--- src/rtl/enc8x3_pkg.sv ---
// enc8x3_pkg: shared constants, state type and small helpers for the
// encoder8x3_stream slice.
//   VEC_W       request vector width (8)
//   CODE_W      binary code width (3)
//   enc_state_t FSM state encoding {IDLE, EMIT}
//   rot_right   rotate a request vector right by a code amount
//   is_one_hot  true when exactly one bit of a vector is set
package enc8x3_pkg;

  localparam int VEC_W  = 8;
  localparam int CODE_W = 3;

  typedef enum logic {
    IDLE = 1'b0,
    EMIT = 1'b1
  } enc_state_t;

  // Rotating right by sh puts bit sh of v at position 0, so a lowest-index
  // search on the result starts at sh and wraps from VEC_W-1 back to 0.
  function automatic logic [VEC_W-1:0] rot_right(input logic [VEC_W-1:0]  v,
                                                 input logic [CODE_W-1:0] sh);
    logic [2*VEC_W-1:0] dbl;
    dbl = {v, v} >> sh;
    return dbl[VEC_W-1:0];
  endfunction

  function automatic logic is_one_hot(input logic [VEC_W-1:0] v);
    return (v != '0) && ((v & (v - VEC_W'(1))) == '0);
  endfunction

endpackage

--- src/rtl/encoder8x3_stream_encoder4x2.sv ---
// encoder4x2: combinational 4-to-2 priority encoder, lowest index wins.
//   req   in  4  request lines
//   code  out 2  index of the lowest set request (0 when none set)
//   valid out 1  any request bit set
module encoder4x2 (
  input  logic [3:0] req,
  output logic [1:0] code,
  output logic       valid
);

  always_comb begin
    code  = 2'd0;
    valid = 1'b1;
    if (req[0])      code = 2'd0;
    else if (req[1]) code = 2'd1;
    else if (req[2]) code = 2'd2;
    else if (req[3]) code = 2'd3;
    else             valid = 1'b0;
  end

endmodule

--- src/rtl/encoder8x3_stream.sv ---
// encoder8x3_stream: accepts an 8-bit request vector over valid/ready and
// streams out the 3-bit index of every set bit, one index per beat, marking
// the final beat of each vector with out_last.
//
// Build option: define ENC8X3_RR_EN for round-robin selection. A pointer
// holding (last emitted code + 1) mod 8 picks the first set bit at or above
// it, wrapping 7 -> 0, and persists across vectors. Without the macro the
// lowest set index is always emitted first.
//
// Ports:
//   clk        in   1  rising-edge clock
//   rst_n      in   1  synchronous active-low reset
//   in_valid   in   1  in_vec is valid
//   in_ready   out  1  block can accept a vector (IDLE only)
//   in_vec     in   8  request lines, bit i requests code i
//   out_valid  out  1  out_code is valid
//   out_ready  in   1  consumer accepts the beat
//   out_code   out  3  binary index of the selected set bit
//   out_last   out  1  current beat is the last index of this vector
//   zero_err   out  1  one-cycle pulse after an all-zero vector is accepted
//   dbg_state  out  1  current FSM state (0 = IDLE, 1 = EMIT)
//
// Handshake: a transfer happens on a rising edge where valid and ready are
// both high. valid never waits on ready, and once out_valid is raised the
// beat (out_code/out_last) holds until it transfers. Neither ready input
// feeds any output combinationally; all outputs derive from registers
// (in_ready and out_valid are additionally forced low while rst_n is low).
module encoder8x3_stream
  import enc8x3_pkg::*;
(
  input  logic                clk,
  input  logic                rst_n,
  input  logic                in_valid,
  output logic                in_ready,
  input  logic [VEC_W-1:0]    in_vec,
  output logic                out_valid,
  input  logic                out_ready,
  output logic [CODE_W-1:0]   out_code,
  output logic                out_last,
  output logic                zero_err,
  output logic                dbg_state
);

  enc_state_t        state_q, state_d;
  logic [VEC_W-1:0]  pend_q, pend_d;
  logic              zero_err_q, zero_err_d;

  logic [VEC_W-1:0]  scan_vec;
  logic [1:0]        lo_code, hi_code;
  logic              lo_valid, hi_valid;
  logic [CODE_W-1:0] scan_idx;
  logic [CODE_W-1:0] sel_code;
  logic [VEC_W-1:0]  sel_mask;
  logic              sel_last;
  logic              have_bit;

`ifdef ENC8X3_RR_EN
  logic [CODE_W-1:0] ptr_q, ptr_d;

  // Search the pending vector starting at the pointer, then translate the
  // rotated index back to the absolute code.
  assign scan_vec = rot_right(pend_q, ptr_q);
  assign sel_code = scan_idx + ptr_q;
`else
  assign scan_vec = pend_q;
  assign sel_code = scan_idx;
`endif

  encoder4x2 u_enc_lo (
    .req   (scan_vec[3:0]),
    .code  (lo_code),
    .valid (lo_valid)
  );

  encoder4x2 u_enc_hi (
    .req   (scan_vec[7:4]),
    .code  (hi_code),
    .valid (hi_valid)
  );

  // Low nibble has priority; the MSB of the index says which nibble won.
  assign scan_idx = {~lo_valid, (lo_valid ? lo_code : hi_code)};
  assign have_bit = lo_valid | hi_valid;
  assign sel_mask = VEC_W'(1) << sel_code;
  assign sel_last = is_one_hot(pend_q);

  // State register
  always_ff @(posedge clk) begin
    if (!rst_n) begin
      state_q    <= IDLE;
      pend_q     <= '0;
      zero_err_q <= 1'b0;
`ifdef ENC8X3_RR_EN
      ptr_q      <= '0;
`endif
    end else begin
      state_q    <= state_d;
      pend_q     <= pend_d;
      zero_err_q <= zero_err_d;
`ifdef ENC8X3_RR_EN
      ptr_q      <= ptr_d;
`endif
    end
  end

  // Next-state logic
  always_comb begin
    state_d    = state_q;
    pend_d     = pend_q;
    zero_err_d = 1'b0;
`ifdef ENC8X3_RR_EN
    ptr_d      = ptr_q;
`endif
    case (state_q)
      IDLE: begin
        if (in_valid) begin
          if (in_vec != '0) begin
            pend_d  = in_vec;
            state_d = EMIT;
          end else begin
            // All-zero vector is consumed and only reported.
            zero_err_d = 1'b1;
          end
        end
      end
      EMIT: begin
        if (out_ready) begin
          pend_d = pend_q & ~sel_mask;
`ifdef ENC8X3_RR_EN
          ptr_d  = sel_code + CODE_W'(1);
`endif
          if (sel_last) state_d = IDLE;
        end
      end
      default: state_d = IDLE;
    endcase
  end

  // Output logic
  always_comb begin
    in_ready  = rst_n & (state_q == IDLE);
    // In EMIT the pending register is never empty; have_bit keeps a stray
    // empty register from ever presenting a beat.
    out_valid = rst_n & (state_q == EMIT) & have_bit;
    out_code  = out_valid ? sel_code : '0;
    out_last  = out_valid & sel_last;
    zero_err  = zero_err_q;
    dbg_state = state_q;
  end

endmodule
--- config.mk ---
export PLATFORM = sky130hd
export DESIGN_NAME = encoder8x3_stream
export DESIGN_NICKNAME = d
export VERILOG_FILES = /design/src/rtl/enc8x3_pkg.sv /design/src/rtl/encoder8x3_stream_encoder4x2.sv /design/src/rtl/encoder8x3_stream.sv
export SDC_FILE = /design/constraint.sdc
export NUM_CORES = 1
export LEC_CHECK = 0
export CORE_AREA = 2 2 41 51
export DETAILED_ROUTE_END_ITERATION = 12
export DIE_AREA = 0 0 43 53
export PLACE_DENSITY = 0.79
export SYNTH_ARGS = -nofsm -noshare
export SYNTH_HDL_FRONTEND = slang
export SYNTH_HIERARCHICAL = 1
export SYNTH_SLANG_ARGS = --single-unit
--- constraint.sdc ---
create_clock -name clk -period 1.47 [get_ports clk]
set_input_delay 0.294 -clock clk [delete_from_list [all_inputs] [get_ports clk]]
set_output_delay 0.294 -clock clk [all_outputs]
set_load 0.005 [all_outputs]
# Word-level counts from Yosys, hierarchy flattened
# Index checks and enable logic that the tools add are counted.
dict set report totals {
  register_bits 10
  output_inout_bits 8
  elab_cells 54
}
dict set report op_classes {
  addsub 1
  eq_ne 3
  shift 1
  n_mux 28
  bitwise 12
  reduce_logical 6
}
# operator count
set ops {}
lappend ops {{2-to-1 mux 8 bit} 3}
lappend ops {{2-to-1 mux 2 bit} 9}
lappend ops {{bitwise AND 8 bit} 2}
lappend ops {{one-hot mux 8 bit (2 select lines)} 1}
lappend ops {{nonzero test 8 bit} 2}
lappend ops {{2-to-1 mux 1 bit} 13}
lappend ops {{logical NOT 8 bit} 1}
lappend ops {{NOT 8 bit} 1}
lappend ops {{left shift 1 x 3 -> 8 bit (first input constant)} 1}
lappend ops {{subtractor 8 x 1 -> 8 bit (second input constant)} 1}
lappend ops {{!= test 2 bit (second input constant)} 3}
lappend ops {{bitwise AND 1 bit} 4}
lappend ops {{NOT 1 bit} 4}
lappend ops {{2-to-1 mux 3 bit} 1}
lappend ops {{AND reduction 3 bit} 1}
lappend ops {{OR reduction 3 bit} 1}
lappend ops {{one-hot mux 1 bit (2 select lines)} 1}
lappend ops {{logical AND 1 bit} 1}
lappend ops {{bitwise OR 1 bit} 1}

# Depth between registers and ports, before layout
dict set report logic_depth {
  ltp_word 10
  mapped_depth 7
  mapped_depth_nobuf 6
}

# By module
# The synthesis kept the hierarchy.
# mod n_inst cells_per_inst area_each_um2 seq_area_each_um2
set modules_own_cells {}
lappend modules_own_cells {encoder8x3_stream 1 78 630.6 200.2}
lappend modules_own_cells {encoder4x2 2 7 35.0 0.0}

# Worst setup path before layout
# No wires, ideal clock.
dict set report synth_timing {
  path_kind {input-to-reg}
  startpoint {in in_vec[2]}
  endpoint {reg pend_q[5]}
  setup_ns 0.116
  t_arrival_ns 1.425
  path_slack_ns -0.071
  stages 6
  n_path_buf 1
  path_cell_list {or4_4 > o21ai_2 > or2_1 > buf_6 > mux2i_1 > nor2b_1}
}
dict set report synth_via {
  elab_chain_len 3
}
# element line_no
set synth_rtl {}
lappend synth_rtl {{start, declared} encoder8x3_stream.sv:35} ;# input logic [VEC_W-1:0] in_vec,
lappend synth_rtl {{nonzero test 8 bit} encoder8x3_stream.sv:117} ;# if (in_vec != '0) begin
lappend synth_rtl {{!= test 2 bit (no source line)} -}
lappend synth_rtl {{AND reduction 3 bit (no source line)} -}
lappend synth_rtl {{end signal, assigned} encoder8x3_stream.sv:98} ;# pend_q <= pend_d;
lappend synth_rtl {{end, declared} encoder8x3_stream.sv:45} ;# logic [VEC_W-1:0] pend_q, pend_d;
# No other way between the ends.
# A chain may end at the register's enable or synchronous reset.

# Final worst setup path
dict set report layout_timing {
  startpoint {reg pend_q[4]}
  endpoint {out out_last}
}
dict set report layout_via {
  elab_chain_len 5
  elab_cells_between_ends 9
  cone_classes {add/sub: 1; mux: 1; bitwise: 4; reduce/logical: 3}
}
# element line_no
set layout_rtl {}
lappend layout_rtl {{subtractor 8 x 1 -> 8 bit} enc8x3_pkg.sv:28} ;# return (v != '0) && ((v & (v - VEC_W'(1))) == '0);
lappend layout_rtl {{bitwise AND 8 bit} enc8x3_pkg.sv:28}
lappend layout_rtl {{logical NOT 8 bit} enc8x3_pkg.sv:28}
lappend layout_rtl {{logical AND 1 bit} enc8x3_pkg.sv:28}
lappend layout_rtl {{bitwise AND 1 bit *} encoder8x3_stream.sv:146} ;# out_last = out_valid & sel_last;
lappend layout_rtl {{end, declared} encoder8x3_stream.sv:39} ;# output logic out_last,
# Mark *: on every way between the ends. The rest lies on a longest branch, timed or not.

==> run summary <==
initial antenna violation count: 0
worst slack on hold paths: 0.2568 ns
Clock transition at path regs: 0.07 ns
number of register bits inferred by synthesis: 10
number of placed cells counting well taps: 144
leading area contributor after synthesis: sky130_fd_sc_hd__dfxtp_1
share of power burned in registers: 36.2%
total gr overflow: 0
detailed-route wire length per cell: 14.72 um
total area of multi-input combinational cells: 561.8 um2
core utilization of the finished layout: 68.42%
Tightest Hold Check Type: input pin to register
Clock Power Share: 22.1%
power density cells: 707.5 nW/um2
maximum frequency from static timing analysis: 533.8 MHz
max-cap violations: 0
global-route wire length before repair: 3746 um
number of clock buffers inserted by TritonCTS: 3
clock skew: 0.01273 ns
Starting Density: 39.22%
Port Buffer Count: 19
number of enable-type register cells in the synthesized netlist: 0
post-route DRC violation count: 0
maximum net fanout on the critical path: 3
area overhead of the layout relative to synthesis: 74.46%
launch instance of the worst register-to-register path: pend_q[4]
root buffer selected by CTS: sky130_fd_sc_hd__clkbuf_4
core area: 1787 um2
setup repair after global routing missed its margin: true
list of most frequent post-synthesis cells: sky130_fd_sc_hd__nand2_1 (12), sky130_fd_sc_hd__nor2_1 (12), sky130_fd_sc_hd__dfxtp_1 (10)
overall routed net length: 2341 um
number of sinks on the clock net: 10
Max IR drop VDD: 0.4384 mV
internal power component: 0.0005787 W
Vert. Die Dim: 53 um
worst-path cell chain: buf_6 > buf_4 > a211oi_2 > o21ai_1 > and3_1 > nor2_1 > buf_2
kind of start point of the critical path: register
Post-Layout Cell Count: 159
combinational power share: 41.7%
total non-filler cell area in the finished layout: 1222 um2
part of the cycle the worst path needs: 127.4%
Critical Path Start: pend_q[4]
total of warnings raised by yosys: 6
Syn Std Cell Area: 700.7 um2
number of DRC violations after detailed-routing iteration 0: 17
most frequently used flop master after synthesis: sky130_fd_sc_hd__dfxtp_1
number of hold violations in the final report: 0
global placement routability congestion: 0.8246
Area after DPL: 1022 um2
combined buffer and inverter count along the critical path: 3
number of setup violations in the final report: 6
Worst Min Path Start: in_vec[7]
cell at the slowest stage of the critical path: sky130_fd_sc_hd__dfxtp_2
largest net degree at the start of global routing: 10
maximum root-to-sink buffer count: 2
Max Transition Viols Final: 0
count of antenna-violating nets left after detailed routing: 0
Die Outline Area: 2279 um2
Pleak: 0.5365 nW
share of synthesized registers carrying an async set or reset: 0%
Final Critical Period: 1.873 ns
clock latency reported for the late side of the worst-skew pair: 0.28 ns
number of rows created at floorplan: 17
storage element area: 214.0 um2
fraction of the yosys area taken by sequential cells: 28.57%
number of iterations in the first detailed-routing pass: 4
switching power summed over all nets: 0.0002862 W
Slew @ Worst Pin: 0.2503 ns
class of the most critical setup path: register to primary output
antenna cells: 0
synthesized net count: 104
FILL cells: 132
Max-slew headroom: 83.05%
via count: 879
vias per cell: 5.528
dominant cells by area after synthesis: sky130_fd_sc_hd__dfxtp_1 (29%), sky130_fd_sc_hd__a21boi_1 (7.5%), sky130_fd_sc_hd__nand2_1 (6.4%)
total half-perimeter wirelength after legalization and detailed placement: 1580 um
die outline width: 43 um
via count of the first global-routing pass: 866
All-Layer GR Usage: 23.08%
post-layout worst setup margin: -0.4033 ns
arrival time of the worst setup path: 1.58 ns
violated checks: negative setup slack
Req. time, crit path: 1.18 ns
Sw Share: 33.09%
category of the worst setup path capture point: primary output
run status: complete, but fails checks
highest cell delay on the worst timing path: 0.34 ns
final net count: 154
I/O pin total: 20
per-instance average area after synthesis: 7.616 um2
top cell type's share of synthesized area: 28.57%
cell count after synthesis: 92
Yosys cell types: 26
CTS tree: built
fraction of final layout cells with drive strength greater than 1: 53.57%
CP delay by family, top: buffers and inverters
H-tree levels: 1
sequential cells by signal, summed over array words and instances (netlist names):
register / count
pend_q: 8
dbg_state: 1
zero_err: 1
metrics by stage:
stage	power [W]	setup TNS, ns	setup slack [ns]
2_1_floorplan	0.0004585	-0.1151	-0.07081
3_3_place_gp	0.0005866	-7.612	-0.5814
3_5_place_dp	0.0005953	-8.340	-0.6918
4_1_cts	0.0008279	-1.789	-0.3771
5_1_grt	0.0009141	-2.382	-0.4804
6_report	0.0008649	-1.735	-0.4033
layer usage:
layer  GRT usage, %  part of all wire, %  vias up
met1          22.02                   38      422
li1               -                    -      425
met2          44.44                   55       23
met4          15.66                  4.1        0
met3          3.754                  2.5        9
met5              0                    0        -
cells by family after synthesis:
| group | after synthesis | share of synthesized area (%) |
|---|---|---|
| DFF | 10 | 28.57 |
| AOI/OAI and AO/OA | 23 | 25.89 |
| muxes | 3 | 4.286 |
| and+or+nand+nor | 48 | 34.82 |
| buffers and inverters | 8 | 6.428 |
tightest hold or removal path, stage by stage:
cell and delay, ns:
sky130_fd_sc_hd__buf_2 0.10, sky130_fd_sc_hd__nand2_1 0.05, sky130_fd_sc_hd__a21boi_1 0.05
power by group through the flow:
stage / sequential [W] / combinational, W / clock (W)
2_1_floorplan: 0.000315 / 0.000144 / 0
3_3_place_gp: 0.000311 / 0.000275 / 0
3_5_place_dp: 0.000313 / 0.000283 / 0
4_1_cts: 0.000311 / 0.000326 / 0.000191
5_1_grt: 0.000315 / 0.000389 / 0.000210
6_report: 0.000313 / 0.000361 / 0.000191
area by class of cell:
class	instances	area share, %
inverters	5	1.535
well taps	19	1.945
clock buffers	3	1.842
repair buffers	48	31.22
flip-flops and latches	10	17.50
multi-input cells	74	45.96
path summary, 6_finish.rpt:
kind | cells after the start | slack, ns | endpoint
min | 3 | 0.26 | pend_q[7]
max | 7 | -0.40 | out_last
min reg2reg | 2 | 0.55 | pend_q[2]
max reg2reg | 7 | -0.04 | dbg_state
what timing repair did:
action	4_1_cts	5_1_grt
endpoints found under the setup margin	16	14
hold buffers	0	0
pin swaps	10	12
setup buffers	11	3
gates resized for setup	61	23
placed cells by master (no fill, tap or decap), types with 4 or more instances in the layout:
| cell | netlist | routed |
|---|---|---|
| sky130_fd_sc_hd__a21boi_1 | 7 | 8 |
| sky130_fd_sc_hd__buf_2 | 0 | 5 |
| sky130_fd_sc_hd__buf_4 | 2 | 23 |
| sky130_fd_sc_hd__buf_6 | 1 | 5 |
| sky130_fd_sc_hd__clkbuf_2 | 0 | 6 |
| sky130_fd_sc_hd__dfxtp_2 | 0 | 8 |
| sky130_fd_sc_hd__inv_1 | 5 | 5 |
| sky130_fd_sc_hd__nand2_1 | 12 | 11 |
| sky130_fd_sc_hd__nor2_1 | 12 | 7 |
| sky130_fd_sc_hd__nor2_2 | 0 | 4 |
| sky130_fd_sc_hd__nor2b_1 | 6 | 5 |
| sky130_fd_sc_hd__o211ai_1 | 4 | 4 |
Power figures use the tool's default switching activity.
